--- config.mk ---
export PLATFORM = sky130hd
export DESIGN_NAME = alu_sched
export DESIGN_NICKNAME = d
export VERILOG_FILES = /design/src/rtl/alu_sched.sv
export SDC_FILE = /design/constraint.sdc
export NUM_CORES = 1
export LEC_CHECK = 0
export ABC_AREA = 1
export BUFFER_PORTS_ARGS = -buffer_cell sky130_fd_sc_hd__buf_2
export CAP_MARGIN = 10
export CORE_MARGIN = 2
export CORE_UTILIZATION = 40
export DETAILED_ROUTE_END_ITERATION = 12
export PLACE_DENSITY = 0.78
export RECOVER_POWER = 50
export SLEW_MARGIN = 40
export SYNTH_ARGS = -nofsm -noshare
export SYNTH_HDL_FRONTEND = slang
export SYNTH_SLANG_ARGS = --single-unit
--- constraint.sdc ---
create_clock -name clk -period 3 [get_ports clk]
set_input_delay 0.6 -clock clk [delete_from_list [all_inputs] [get_ports clk]]
set_output_delay 0.6 -clock clk [all_outputs]
set_load 0.01 [all_outputs]
--- src/rtl/alu_sched.sv ---
// Two-requester scheduler for one shared 8-bit ALU. Each operation runs IDLE -> EXEC -> RESP.
// Define ALU_SCHED_RR_EN for round-robin arbitration; without it, requester 0 has fixed priority.
module alu_sched (
  input  logic       clk,
  input  logic       rst,
  input  logic       req0,
  input  logic       req1,
  input  logic [3:0] op0,
  input  logic [3:0] op1,
  input  logic [7:0] a0,
  input  logic [7:0] b0,
  input  logic [7:0] a1,
  input  logic [7:0] b1,
  output logic       gnt0,
  output logic       gnt1,
  output logic       done0,
  output logic       done1,
  output logic [7:0] res,
  output logic [3:0] flags,
  output logic [7:0] alu_a,
  output logic [7:0] alu_b,
  output logic [3:0] alu_op,
  input  logic [7:0] alu_r,
  input  logic       alu_c,
  input  logic       alu_z,
  input  logic       alu_v,
  input  logic       alu_n
);

  typedef enum logic [1:0] {
    IDLE = 2'd0,
    EXEC = 2'd1,
    RESP = 2'd2
  } state_t;

  state_t     state;
  state_t     state_nxt;
  logic       winner;
  logic       pick1;
  logic [3:0] op_q;
  logic [7:0] a_q;
  logic [7:0] b_q;

`ifdef ALU_SCHED_RR_EN
  logic last_gnt;

  // On a tie, requester 1 wins only when requester 0 was granted last.
  always_comb begin
    pick1 = req1 & (~req0 | ~last_gnt);
  end
`else
  always_comb begin
    pick1 = req1 & ~req0;
  end
`endif

  always_comb begin
    state_nxt = IDLE;
    gnt0      = 1'b0;
    gnt1      = 1'b0;
    done0     = 1'b0;
    done1     = 1'b0;
    case (state)
      IDLE: begin
        if (req0 | req1) begin
          gnt0      = ~pick1;
          gnt1      = pick1;
          state_nxt = EXEC;
        end
      end
      EXEC: state_nxt = RESP;
      RESP: begin
        done0     = ~winner;
        done1     = winner;
        state_nxt = IDLE;
      end
      default: state_nxt = IDLE;
    endcase
    // Handshake outputs stay quiet for the whole reset.
    if (rst) begin
      gnt0  = 1'b0;
      gnt1  = 1'b0;
      done0 = 1'b0;
      done1 = 1'b0;
    end
  end

  always_ff @(posedge clk) begin
    if (rst) begin
      state  <= IDLE;
      winner <= 1'b0;
      op_q   <= 4'd0;
      a_q    <= 8'd0;
      b_q    <= 8'd0;
      res    <= 8'd0;
      flags  <= 4'd0;
`ifdef ALU_SCHED_RR_EN
      last_gnt <= 1'b1;
`endif
    end else begin
      state <= state_nxt;
      if (gnt0 | gnt1) begin
        winner <= gnt1;
        op_q   <= gnt1 ? op1 : op0;
        a_q    <= gnt1 ? a1 : a0;
        b_q    <= gnt1 ? b1 : b0;
`ifdef ALU_SCHED_RR_EN
        last_gnt <= gnt1;
`endif
      end
      if (state == EXEC) begin
        res   <= alu_r;
        flags <= {alu_c, alu_z, alu_v, alu_n};
      end
    end
  end

  assign alu_a  = a_q;
  assign alu_b  = b_q;
  assign alu_op = op_q;

endmodule

[Word-level counts from Yosys, hierarchy flattened]
Cells that the tools add are included.
Cells by class
  equal/unequal tests: 2
  multiplexer cells: 15
  bitwise logic cells: 6
  reduce and logical (&&, ||, !) cells: 1
Operator list (number)
  2-to-1 mux 8 bit: 2
  2-to-1 mux 1 bit: 11
  2-to-1 mux 4 bit: 1
  case mux 2 bit (2 select lines): 1
  inverter 1 bit: 3
  equality test 2 x 1 -> 1 bit (second input constant): 1
  equality test 2 bit (second input constant): 1
  logical NOT 2 bit: 1
  bitwise OR 1 bit: 2
  AND 1 bit: 1
Word-level totals
  register bits after elaboration: 35
  bits of input ports: 56
  word-level logic and storage cells: 31

[Longest topological paths before layout]
  word-level depth: 7
  depth in mapped cells: 8
  mapped depth without buffers: 7

[Worst setup path before layout]
Ideal clock, no wire load.
  path type: input-to-output
  start: input rst
  end: output done0
  arrival time: 1.308 ns
  required time: 2.400 ns
  path slack: 1.092 ns
  stages: 3
  buffers on the path: 2
  cell sequence: buf_2 -> clkbuf_1 -> nor4_1
On the way
  cells in the longest elaborated chain, start to end: 1
Ends and longest elaborated chain
  start: declaration: line 5  | input logic rst,
  2-to-1 mux 1 bit: line 80  | if (rst) begin
  end: declaration: line 16  | output logic done0,
Every way passes these cells.

[Worst setup path after layout]
  start: input rst
  end: output gnt0
On the way
  cells in the longest elaborated chain, start to end: 1
Ends and longest elaborated chain
  2-to-1 mux 1 bit: line 80
  end: declaration: line 14  | output logic gnt0,
Every way passes these cells.

==> metrics.txt <==
CTS buffer count=5; core area=4030 sq um; GRT Overall Usage=18.7%; cell taking the most area after synthesis=dfxtp_1; CTS tree=done; total nets after synthesis=305; 1st-pass router iterations=4; post-DP HPWL=3.04 mm; crit path buf inv count=4; final max-slew violation count=0; Hold WC Path Type=flop to flop; asr flop ratio synth=0%; Sinks on Clock Net=35; critical path's slowest cell=buf_2; Reg2Reg Setup Slack=between 0.8 and 0.9 ns; Fin Setup TNS=0 ns; layout cells sized above 1=22.3%; Primary FF master, synth=dfxtp_1; Worst R2R Path Depth=6; EDFF count, synth=0; Initial Utilization=41.7%; FILL cells=420; cell count after synthesis=249; I/O Pins=92; critical-path cell list=buf_2 > inv_2 > nand3_1 > inv_1 > buf_2; Syn-to-layout area delta=30.7%; Crit path arrival time=1.76 ns; die area=4740 sq um; Setup CP Type=input pin to output port; Crit path max-delay family=buffers and inverters; CP Launch Type=input pin; syn_area_per_cell=6.75 sq um; antenna cell count=0; min-delay src=res[2]$_SDFFE_PP0N_; slowest cell delay on critical path=0.40 ns; max-capacitance violation count=0; PortBufs=91; leakage=0.00116 uW; fin crit period=2.36 ns; hold path cells=2; status=finished clean; post-detailed-route count of antenna-violating nets=0; first-pass GRT wire length=6.49 mm; Synth warnings=0; vias in the first global route=1504; r2r endpoint=alu_a[2]$_SDFFE_PP0P_; Worst-path clk slew=0.07 ns; Skew-Pair Late Insertion Delay=roughly 0.28 ns; 1st-iter DRT viols=82; GRT Residual Overflow=0; WHS Endpoint=res[2]$_SDFFE_PP0N_; Clock Path Buffers=2; power per cell area=559 nW/um^2; antenna violations before repair=0; largest net degree at the start of global routing=36; final hold violation count=0; CP max FO=35; DRT Wirelength=4.27 mm; RSZ-0062 raised after global routing=no; Area contributors post-synth=dfxtp_1 42%, inv_1 10%, nand2_1 9.6%; Max-slew headroom=a little under two thirds; Synth cell types=18; sequential element share of the synthesized area=41.7%; count leader, synth=inv_1; cell row count=23; peak supply drop=0.392 mV; clock skew=0.00223 ns; die height=68.8 um; Die X=68.8 um; Worst R2R Start=state[0]$_SDFF_PP0_; Final period util=between 70% and 80%; maximum clock frequency=~420 MHz; Total Nets Final=387; cts hold-fix bufs=0; # DRC=0; Worst setup EP type=output port; Tot Pwr=1230 uW; H-tree depth=2; Req. time, crit path=approximately 2.4 ns; synthesized flop and latch total=35; post-CTS setup buffers=0; gpl congestion=0.740; final setup vio count=0; DR vias=1808; commonest cells in the netlist=45 x inv_1, 43 x nand2_1, 35 x dfxtp_1; Resized Gates After CTS=0; Syn Std Cell Area=roughly 1700 sq um; top cell type's share of synthesized area=41.7%; CP most frequent cell=buf_2; Slew @ Worst Pin=0.547 ns; Root Driver=clkbuf_8; Avg WL per Cell=11.2 um; vias per cell=4.73
-- report_power, final --
part	internal, uW	switching, uW
Combinational	95.9	158
Sequential	515	26.6
Clock	269	164
-- stage by stage --
stage	instance area [sq um]	utilization, %	setup WS, ns	hold slack, ns	std cells
2_1_floorplan	1680	-	1.09	0.452	249
3_3_place_gp	2120	52.6	0.690	0.461	374
3_5_place_dp	2120	52.6	0.642	0.467	374
4_1_cts	2240	55.5	0.639	0.485	382
5_1_grt	2200	54.5	0.502	0.506	382
6_report	2200	54.5	0.641	0.483	382
-- registers in the layout (all words and copies together), names as in the netlist --
signal,count
res,8
alu_b,8
alu_op,4
flags,4
state,2
alu_a,8
winner,1
-- per-layer routing --
layer  share of wire (%)  global-route usage (%)  vias up
li1                    -                       -      949
met1                  43                    21.8      785
met2                  47                    32.0       67
met3                 8.2                    5.68        7
met4                 1.6                    7.11        0
met5                   0                       0        -
-- layout by cell type (no fill, tap or decap) --
cell type	synthesis	routed
buf_2	10	59
inv_1	45	46
nand2_1	43	43
dfxtp_1	35	35
clkbuf_1	3	32
nor2_1	26	26
nand3_1	22	22
nand4_1	20	20
a21oi_1	20	20
o21ai_0	12	12
clkbuf_8	0	6
nor2_4	2	2
buf_4	4	2
inv_2	2	1
nand3_2	1	1
nor4b_1	1	1
nor4_1	1	1
nand2_2	1	1
bufinv_16	0	1
clkinv_2	0	1
-- area by class of cell --
cell class                      count  area (sq um)  area share [%]
Tap cell                           50          62.6            2.85
Timing Repair Buffer               93           430            19.6
Sequential cell                    35           701            31.9
Multi-Input combinational cell    149           708            32.3
Clock inverter                      2          35.0            1.60
Clock buffer                        6          82.6            3.76
Inverter                           47           176            8.03
-- how the worst max path moves through the flow --
stage               start     to  slack (ns)  cells after the start
detailed placement    rst   gnt0        0.64                      5
finish                rst   gnt0        0.64                      5
global route          rst   gnt0        0.50                      5
CTS                   rst   gnt0        0.64                      5
global placement      rst   gnt0        0.69                      5
floorplan             rst  done0        1.09                      3
-- kinds of logic after synthesis --
logic type | synth area share, %
buf+inv | 16.2
simple gates | 32.6
flops | 41.7
compound gates | 9.53
-- worst min-delay path: cells and delay by family, from the launching register on --
family	cells	cell delay, ns
simple gates	2	0.12
flops	1	0.33
No activity file was read; power rests on OpenSTA's default activity.
